## src/rtl/lfsr_pkg.sv

```systemverilog
// Shared constants, FSM state type and the LFSR step function for the
// word scheduler and its LFSR core.
package lfsr_pkg;

  localparam int LFSR_W = 16;

  localparam int TAP_A = 16;
  localparam int TAP_B = 15;
  localparam int TAP_C = 13;
  localparam int TAP_D = 4;

  typedef enum logic [1:0] {
    IDLE,
    SHIFT,
    DONE
  } state_t;

  // Fibonacci step: feedback enters at stage 1, stage 16 is the output.
  function automatic logic [LFSR_W:1] lfsr_next(input logic [LFSR_W:1] s);
    logic fb;
    fb = s[TAP_A] ^ s[TAP_B] ^ s[TAP_C] ^ s[TAP_D];
    return {s[LFSR_W-1:1], fb};
  endfunction

endpackage

```

## src/rtl/lfsr16_core.sv

```systemverilog
// 16-bit Fibonacci LFSR that advances only on request; a load takes
// precedence over a step.
module lfsr16_core
  import lfsr_pkg::*;
#(
  parameter logic [LFSR_W:1] SEED = 16'h0001
) (
  input  logic              clock,
  input  logic              clear,
  input  logic              step,
  input  logic              load,
  input  logic [LFSR_W:1]   load_val,
  output logic [LFSR_W:1]   state,
  output logic              out
);

  always_ff @(posedge clock or negedge clear) begin
    if (!clear) begin
      state <= SEED;
    end else if (load) begin
      state <= load_val;
    end else if (step) begin
      state <= lfsr_next(state);
    end
  end

  assign out = state[LFSR_W];

endmodule

```

## src/rtl/lfsr_word_sched.sv

```systemverilog
// Round-robin scheduler that builds WORD_W-bit random words from a shared
// LFSR for two requesters and returns each word tagged with its requester.
module lfsr_word_sched
  import lfsr_pkg::*;
#(
  parameter int              WORD_W = 8,
  parameter logic [LFSR_W-1:0] SEED = 16'h0001
) (
  input  logic              clock,
  input  logic              clear,
  input  logic [1:0]        req,
  input  logic              seed_load,
  input  logic [LFSR_W-1:0] seed_val,
  output logic [1:0]        gnt,
  output logic              busy,
  output logic              rsp_valid,
  output logic              rsp_id,
  output logic [WORD_W-1:0] rsp_word
);

  localparam int CNT_W = $clog2(WORD_W + 1);

  state_t              state;
  state_t              state_next;
  logic [1:0]          pending;
  logic                last;
  logic                winner;
  logic                grant_en;
  logic [CNT_W-1:0]    cnt;
  logic                last_step;
  logic [WORD_W-1:0]   shreg;
  logic [WORD_W-1:0]   shreg_shift;
  logic                lfsr_out;
  logic [LFSR_W:1]     lfsr_state;
  logic [LFSR_W:1]     load_val;

  assign winner      = (pending == 2'b11) ? ~last : pending[1];
  assign last_step   = (cnt == CNT_W'(WORD_W - 1));
  assign shreg_shift = WORD_W'({shreg, lfsr_out});
  assign load_val    = (seed_val == '0) ? SEED : seed_val;
  assign busy        = (state != IDLE);
  assign rsp_valid   = (state == DONE);

  lfsr16_core #(
    .SEED (SEED)
  ) u_core (
    .clock    (clock),
    .clear    (clear),
    .step     (state == SHIFT),
    .load     ((state == IDLE) && seed_load),
    .load_val (load_val),
    .state    (lfsr_state),
    .out      (lfsr_out)
  );

  // A zero seed is always substituted, so the register can never lock up.
  assert property (@(posedge clock) disable iff (!clear) lfsr_state != '0);

  always_ff @(posedge clock or negedge clear) begin
    if (!clear) begin
      state <= IDLE;
    end else begin
      state <= state_next;
    end
  end

  // Seed loading in IDLE pre-empts arbitration for that cycle.
  always_comb begin
    state_next = state;
    gnt        = '0;
    grant_en   = 1'b0;
    case (state)
      IDLE: begin
        if (!seed_load && (pending != 2'b00)) begin
          grant_en    = 1'b1;
          gnt[winner] = 1'b1;
          state_next  = SHIFT;
        end
      end
      SHIFT: begin
        if (last_step) begin
          state_next = DONE;
        end
      end
      DONE: begin
        state_next = IDLE;
      end
      default: begin
        state_next = IDLE;
      end
    endcase
  end

  // A new request wins over the clear caused by its own grant.
  always_ff @(posedge clock or negedge clear) begin
    if (!clear) begin
      pending <= 2'b00;
      last    <= 1'b1;
    end else begin
      pending <= (pending & ~gnt) | req;
      if (grant_en) begin
        last <= winner;
      end
    end
  end

  always_ff @(posedge clock or negedge clear) begin
    if (!clear) begin
      cnt   <= '0;
      shreg <= '0;
    end else if (grant_en) begin
      cnt   <= '0;
      shreg <= '0;
    end else if (state == SHIFT) begin
      cnt   <= cnt + CNT_W'(1);
      shreg <= shreg_shift;
    end
  end

  // Response registers capture the finished word so it survives the next grant.
  always_ff @(posedge clock or negedge clear) begin
    if (!clear) begin
      rsp_word <= '0;
      rsp_id   <= 1'b0;
    end else if ((state == SHIFT) && last_step) begin
      rsp_word <= shreg_shift;
      rsp_id   <= last;
    end
  end

endmodule

```

## config.mk

```make
export PLATFORM = sky130hd
export DESIGN_NAME = lfsr_word_sched
export DESIGN_NICKNAME = d
export VERILOG_FILES = /design/src/rtl/lfsr_pkg.sv /design/src/rtl/lfsr16_core.sv /design/src/rtl/lfsr_word_sched.sv
export SDC_FILE = /design/constraint.sdc
export NUM_CORES = 1
export LEC_CHECK = 0
export CORE_UTILIZATION = 51
export CTS_BUF_LIST = sky130_fd_sc_hd__clkbuf_16
export DETAILED_ROUTE_END_ITERATION = 10
export PLACE_DENSITY = 0.76
export SLEW_MARGIN = 0
export SYNTH_ARGS = -nofsm -noshare
export SYNTH_HDL_FRONTEND = slang
export SYNTH_SLANG_ARGS = --single-unit
```

## constraint.sdc

```tcl
create_clock -name clock -period 1.73 [get_ports clock]
set_input_delay 0.346 -clock clock [delete_from_list [all_inputs] [get_ports clock]]
set_output_delay 0.346 -clock clock [all_outputs]
set_load 0.02 [all_outputs]
```

Yosys cells after proc, flatten, opt, wreduce, memory -nomap -nowiden. Cells that the tools add are included.

Reduce and logical (&&, ||, !) cells: 12. Shifts and indexed selects: 0. Equal/unequal tests: 6. $lt $le $gt $ge: 2. Mux-type cells: 17. Bitwise operators: 7. $mul: 0. Div/mod/pow operators: 0. Add/sub/neg operators: 1.

Operator list (number): $mux 16 (3); $logic_not 16->1 (1); $mux 7 (2); $mux 2 (4); $mux 4 (2); $reduce_bool 2->1 (4); $add 4x1->4 const B (1); $eq 2x2->1 const B (2); $eq 4x3->1 const B (1); $logic_and 1x1->1 (4); $mux 1 (4); $pmux 2 s2 (1); $xor 1x1->1 (3); $and 2x2->2 (1); $eq 2x1->1 const B (1); $logic_not 2->1 (1); $lt 1x2->1 const B (1); $ne 2x1->1 const B (1); $ne 2x2->1 const B (1); $not 2->2 (1); $or 2x2->2 (1); $reduce_and 2->1 (1); $demux 1 s1 (1); $ge 1x1->1 const B (1); other kinds (2) (2).

Memories kept: 0. Memory bits (read-only): 0. Flip-flop bits (word level): 41. Latch bits: 0. Word-level logic and storage cells: 53. RAM bits: 0. Input bits: 21. Output and inout bits: 13.

Longest topological paths before layout. Gate-level depths: netlist of run 1.

Depth after elaboration: 11. Mapped depth: 6. Mapped depth without buffers: 4.

Modules after synthesis. A second synthesis of run 1 with hierarchy kept.

Cell total of the unflattened synthesis: 170. Area, all modules: 1936.9 sq um.

By module, submodules not included: lfsr_word_sched (area an instance 1133.6 sq um, seq. area each 626.9 sq um, instances 1, cells each 96); lfsr16_core (area an instance 803.3 sq um, seq. area each 401.6 sq um, instances 1, cells each 74).

Worst setup path before layout of run 1. OpenSTA, ideal clock, no wires.

Path type: register -> output. Start point: register state[0]. End point: output port gnt[0]. Setup slack: 0.014 ns. Stages on the path, launching flop included: 5. Data arrival time: 1.370 ns. Required time: 1.384 ns. Path buffers: 0. Cell sequence: dfrtp_1 > or2_2 > nor2_2 > o21ai_0 > nor2_1.

Word-level cells in the longest chain between the ends: 2.

RTL lines: from (decl) (line lfsr_word_sched.sv:23) `state_t state;`; from (signal assigned) (line lfsr_word_sched.sv:63) `state <= state_next;`; $logic_not 2->1 (line lfsr_word_sched.sv:72) `case (state)`; $mux 2 (line lfsr_word_sched.sv:72); to (decl) (line lfsr_word_sched.sv:14) `output logic [1:0] gnt,`.

No other way between the ends.

Worst setup path in the final report of run 1. Ends and elaborated chain as after synthesis.

==> impl_results.md, run 1 <==
* Most common cell in the netlist: dfrtp_1
* Share of flip-flops with an asynchronous set or reset at 1.000
* Clk_lat worst skew at 0.28 ns
* Placed Cells at 242
* Reg-to-Reg End: rsp_word[2]$_DFFE_PN0P_
* Remaining DRCs at 0
* Clk sinks at 41
* Worst setup SP type: flip-flop
* Slew Limit Headroom at 0.6829
* Ant diodes at 0
* EDFF count, synth at 0
* # IOs at 34
* Die width at 61.34 um
* Dpl cell area at 0.002213 mm^2
* Layout Nets at 226
* Row Count at 21
* Post-layout min period at 1.685 ns
* Setup crit start: state[0]$_DFFE_PN0P_
* Initial Utilization at 0.5339
* Achievable clock frequency at 593.3 MHz
* Crit share post-route at 0.9742
* Dpl ws at -0.4544 ns
* Core ar. at 0.003363 mm^2
* First-pass GRT wire length at 5975 um
* Synth area leader: dfrtp_1
* Final count of negative-setup-slack endpoints at 0
* Worst hold path class: input pin to asynchronous set/reset pin
* Leakage at 1.064 nW
* Met3 GRT Util at 0.07353
* Worst-Margin Slew at 0.4757 ns
* Drt pass-1 iters at 4
* Routed vias/inst at 5.351
* Worst Skew at 0.002935 ns
* Unrepaired setup endpoints after global routing: true
* Share of cells above drive strength 1 at 0.2000
* Grt total ovfl at 0
* Hold WS at 0.01873 ns
* Layout area overhead at 33.45%
* Clock Power Share at 0.228
* Num CTS Buffers at 5
* GRT Total Usage at 0.2279
* Post-synthesis cell area at 0.001795 mm^2
* Die H at 61.34 um
* Max-cap violations at 0
* Core Util, Final at 0.7124
* GRT Max-Usage Layer: met2
* Register area share after synthesis at 0.5728
* Met2 Usage GRT at 0.3835
* Worst EP required at 1.38 ns
* Yosys warning total at 0
* Drt total wl at 3668 um
* Kind of critical path: flip-flop to output pin
* Most frequent cells after synthesis: 39 x dfrtp_1, 25 x nor2_1, 13 x nand2_1
* Cell internal pwr at 2.936 mW
* Initial antenna violation count at 0
* Post-DR wirelength/cell at 14.61 um
* Seq pwr share at 0.386
* VDD IR max at 1.042 mV
* Synth Register Bits at 41
* Fin. max-slew vios at 0
* Setup ws final at 0.04457 ns
* Ranking of synthesized cells by area: dfrtp_1 54%, mux2_2 5.6%, nor2_1 5.2%
* Sw power at 1.492 mW
* Final Hold Fails at 0
* Sw Share at 0.3369
* Post-DP HPWL at 2589 um
* H-tree Lvls at 2
* Port Buffer Count at 33
* Outcome: finished, final reports clean
* CP max FO at 3
* CTS Buffer Depth at 2
* Final Wtd Congestion at 0.7645
* Share of the synthesized area in the top cell type at 0.5436
* R2R Path Start: cnt[0]$_DFFE_PN0P_
* Clock-pin slew on the worst setup and hold paths at 0.05 ns
* Iter 0 DRT Violations at 53
* Met1 usage at 0.2788
* CP arrival at 1.34 ns
* Cells on worst reg2reg path at 4
* Vias at 1343
* Root buf cell: clkbuf_16
* Post-route antenna net violation count at 0
* Non-filler instance count after layout at 251
* Cells after Synth at 159
* Predominant post-synthesis flop cell: dfrtp_1
* CTS tree: done
* Hold Buf Count CTS at 0
* Pin count of the biggest net entering global routing at 23
* Die area at 0.003762 mm^2
* Cell variety after synth at 39
* Finished Cell Area at 0.002396 mm^2
* Combinational power share at 0.386
* Vias in the first global route at 1318
* Post-Synthesis Mean Instance Area at 11.29 um^2
* Register-to-register setup slack at 0.21 ns
* Kind of end point of the critical path: output pin
* PD cells at 1848 mW/mm^2
* Syn nets at 181
[power by group through the flow]
stage | clock, mW | sequential, mW | combinational, mW
6_report | 1.01 | 1.71 | 1.71
5_1_grt | 1.08 | 1.76 | 1.90
4_1_cts | 1.04 | 1.70 | 1.70
3_5_place_dp | 0 | 1.71 | 1.69
3_3_place_gp | 0 | 1.69 | 1.61
2_1_floorplan | 0 | 1.75 | 1.11
[layout by cell type (no fill, tap or decap), types with 2 or more instances in the layout]
cell / n
dfrtp_1: 39
clkdlybuf4s50_1: 28
nor2_1: 25
nand2_1: 13
buf_4: 13
o22ai_1: 11
mux2_2: 9
a22o_1: 8
clkbuf_16: 5
a22oi_1: 4
o21ai_0: 4
inv_1: 3
a21oi_1: 3
nor4_1: 3
nand2b_1: 2
xor2_1: 2
xnor2_1: 2
dfstp_2: 2
dlygate4sd2_1: 2
[stage by stage]
step	power, mW	TNS (ns)
6_report	4.427	0
5_1_grt	4.743	-0.01968
4_1_cts	4.445	0
3_5_place_dp	3.396	-2.469
3_3_place_gp	3.298	-1.840
2_1_floorplan	2.859	0
[metal layers]
| layer | wire length, um | vias up | part of all wire |
|---|---|---|---|
| met2 | 1890 | 40 | 0.52 |
| met1 | 1551 | 648 | 0.42 |
| met3 | 177 | 6 | 0.048 |
| li1 | - | 649 | - |
| met5 | 0 | - | 0 |
| met4 | 49 | 0 | 0.013 |
[worst max-delay path by stage]
| stage | endpoint | slack, ns | depth (start not counted) |
|---|---|---|---|
| 2_1_floorplan | gnt[0] | 0.01 | 4 |
| 3_3_place_gp | gnt[0] | -0.33 | 5 |
| 3_5_place_dp | gnt[0] | -0.45 | 5 |
| 4_1_cts | gnt[0] | 0.02 | 5 |
| 5_1_grt | gnt[0] | -0.02 | 5 |
| 6_report | gnt[0] | 0.04 | 5 |
[cell families after synthesis]
family,after synthesis,synth area share
xor+xnor,4,0.01952
mux,9,0.05645
simple gates,57,0.1582
fa+ha+maj,1,0.006968
flops,41,0.5728
compound gates,38,0.1484
buf+inv,9,0.03763
[state kept, by name (all words and copies together) (netlist names)]
register      count
pending           2
last              1
rsp_word          8
rsp_id            1
cnt               4
u_core.state     16
state             2
shreg             7
[worst max-delay path: stages (launching register included)]
cell     delay, ns
dfrtp_1       0.37
or2_4         0.26
nor2_4        0.11
o21ai_2       0.08
nor2_1        0.09
buf_4         0.15
[what timing repair did]
item,CTS,global route
gates resized for setup,16,1
setup buffers,0,1
setup endpoints to repair,4,7
gates cloned,0,0
[layout make-up]
class                           count  area, um^2
Sequential cell                    41        1028
Fill cell                         278       967.2
Multi-Input combinational cell    109       719.4
Timing Repair Buffer               45       420.4
Clock buffer                        5       125.1
Tap cell                           46       57.56
Clock inverter                      3       37.54
Inverter                            2       7.507
Note: power is estimated with default switching activity, not from simulation.
==> run 2: changes to the inputs <==
--- a/config.mk
+++ b/config.mk
@@ -9,6 +9,7 @@
 export CTS_BUF_LIST = sky130_fd_sc_hd__clkbuf_16
 export DETAILED_ROUTE_END_ITERATION = 10
 export PLACE_DENSITY = 0.76
+export SKIP_LAST_GASP = 1
 export SLEW_MARGIN = 0
 export SYNTH_ARGS = -nofsm -noshare
 export SYNTH_HDL_FRONTEND = slang
==> run 2 against run 1 <==
Effect of this change:
- cell area is the same
- die area unchanged
- clock skew unchanged
- first-iteration DRC count increased by 3.8%
- cell count unchanged
- sequential share of layout area unchanged
- via count is 0.37% higher
- non-clock buffer count unchanged
- sequential power about the same
- largest cell class unchanged
==> impl_results.md, run 2 (synthesis results as in run 1) <==
* CP peak stage delay at 0.38 ns (was 0.37 ns)
* CTS tree: done (unchanged)
* Crit path depth at 5 (unchanged)
* Outcome: finished, final reports clean (unchanged)
* Most frequent cells in the layout: 39 x dfrtp_1, 28 x clkdlybuf4s50_1, 25 x nor2_1 (unchanged)
* Row Count at 21 (unchanged)
* Initial Utilization at 0.5339 (unchanged)
* Remaining DRCs at 0 (unchanged)
* Worst setup SP type: flip-flop (unchanged)
* Num CTS Buffers at 5 (unchanged)
* Die width at 61.34 um (unchanged)
* CTS Buffer Depth at 2 (unchanged)
* Kind of critical path: flip-flop to output pin (unchanged)
* Post-route antenna net violation count at 0 (unchanged)
* Slew Limit Headroom at 0.6822 (was 0.6829)
* Port Buffer Count at 33 (unchanged)
* Achievable clock frequency at 583.9 MHz (was 593.3 MHz)
* Cells on worst reg2reg path at 4 (unchanged)
* Most common cell after layout, fill and taps aside: dfrtp_1 (unchanged)
* Worst hold path class: input pin to asynchronous set/reset pin (unchanged)
* Post-DR wirelength/cell at 14.58 um (was 14.61 um)
* Post-DP HPWL at 2589 um (unchanged)
* Finished Cell Area at 0.002396 mm^2 (unchanged)
* R2R Path Start: cnt[0]$_DFFE_PN0P_ (unchanged)
* Reg-to-Reg End: rsp_word[2]$_DFFE_PN0P_ (unchanged)
* Ant diodes at 0 (unchanged)
* H-tree Lvls at 2 (unchanged)
* Worst Skew at 0.002935 ns (unchanged)
* Worst EP required at 1.38 ns (about the same)
* Vias in the first global route at 1310 (was 1318)
* Buf+Inv Stages, Crit Path at 1 (unchanged)
* Final Hold Fails at 0 (unchanged)
* Vias at 1348 (was 1343)
* Cell family with the largest share of critical-path delay: simple AND/OR/NAND/NOR gates (unchanged)
* Final Wtd Congestion at 0.7645 (unchanged)
* Hold WS at 0.01912 ns (was 0.01873 ns)
* Routed vias/inst at 5.371 (was 5.351)
* Kind of end point of the critical path: output pin (unchanged)
* Setup crit end: gnt[0] (unchanged)
* Total power at 4.427 mW (about the same)
* Clk sinks at 41 (unchanged)
* Pin count of the biggest net entering global routing at 23 (unchanged)
* Die H at 61.34 um (unchanged)
* Largest regs: u_core.state x16, rsp_word x8, shreg x7 (unchanged)
* CP arrival at 1.37 ns (was 1.34 ns)
* Fin. max-slew vios at 0 (unchanged)
* CP max FO at 3 (unchanged)
* Initial antenna violation count at 0 (unchanged)
* Critical path, cell by cell: or2_4 -> nor2_4 -> o21ai_2 -> nor2_1 -> buf_4 (unchanged)
* Clk_lat worst skew at 0.28 ns (about the same)
* Iter 0 DRT Violations at 55 (was 53)
* Leakage at 1.062 nW (was 1.064 nW)
* Die area at 0.003762 mm^2 (unchanged)
* Worst-Margin Slew at 0.4767 ns (was 0.4757 ns)
* Final count of negative-setup-slack endpoints at 0 (unchanged)
* Unrepaired setup endpoints after global routing: true (unchanged)
* Layout Nets at 226 (unchanged)
* Biggest register: u_core.state (unchanged)
* Register-to-register setup slack at 0.21 ns (about the same)
* Setup crit start: state[0]$_DFFE_PN0P_ (unchanged)
* First-pass GRT wire length at 5961 um (was 5975 um)
* Clock-pin slew on the worst setup and hold paths at 0.05 ns (about the same)
* Core ar. at 0.003363 mm^2 (unchanged)
* VDD IR max at 1.043 mV (was 1.042 mV)
* Drt pass-1 iters at 4 (unchanged)
* PD cells at 1848 mW/mm^2 (about the same)
* Share of cells above drive strength 1 at 0.2000 (unchanged)
* GRT Total Usage at 0.2275 (was 0.2279)
* CP max stage cell: dfrtp_1 (unchanged)
* Core Util, Final at 0.7124 (unchanged)
* Max reg flops at 16 (unchanged)
* Post-layout min period at 1.713 ns (was 1.685 ns)
* Final setup TNS at 0 ns (unchanged)
* # IOs at 34 (unchanged)
* Layout area overhead at 33.45% (unchanged)
* Max-cap violations at 0 (unchanged)
* Dpl cell area at 0.002213 mm^2 (unchanged)
* Dpl ws at -0.4544 ns (unchanged)
* Crit share post-route at 0.9900 (was 0.9742)
* Non-filler instance count after layout at 251 (unchanged)
* Drt total wl at 3660 um (was 3668 um)
* Grt total ovfl at 0 (unchanged)
* Placed Cells at 242 (unchanged)
* Root buf cell: clkbuf_16 (unchanged)
* Setup ws final at 0.01727 ns (was 0.04457 ns)
[run 2: area by class of cell]
type,count,area [um^2]
flip-flops and latches,41,1028
multi-input cells,109,719.4
clock inverters,3,37.54
repair buffers,45,420.4
fillers,279,967.2
well taps,46,57.56
clock buffers,5,125.1
inverters,2,7.507
[run 2: how the worst min path moves through the flow]
stage | start | endpoint | slack (ns) | depth (start not counted)
final | clear | u_core.state[10]$_DFFE_PN0P_ | 0.02 | 1
after floorplan | clear | cnt[0]$_DFFE_PN0P_ | 0.05 | 0
after global routing | clear | u_core.state[10]$_DFFE_PN0P_ | 0.06 | 1
after detailed placement | clear | u_core.state[10]$_DFFE_PN0P_ | 0.32 | 1
after CTS | clear | u_core.state[10]$_DFFE_PN0P_ | 0.03 | 1
after global placement | clear | u_core.state[11]$_DFFE_PN0P_ | 0.32 | 1
[run 2: where the power goes]
| group | switching, mW | internal [mW] |
|---|---|---|
| combinational | 0.857 | 0.855 |
| clock | 0.341 | 0.669 |
| sequential | 0.294 | 1.41 |
| total | 1.49 | 2.94 |
[run 2: per-layer routing]
layer	GRT usage	part of all wire	vias up
met5	0	0	-
met3	0.07353	0.049	6
met1	0.2788	0.42	652
li1	-	-	648
met4	0.07619	0.013	0
met2	0.3820	0.52	42
[run 2: repair_timing]
action	CTS	global route
setup endpoints to repair	4	7
setup buffers	0	1
hold buffers	0	0
pin swaps	0	1
gates cloned	0	0
hold endpoints to repair	0	0
resized for setup	13	4
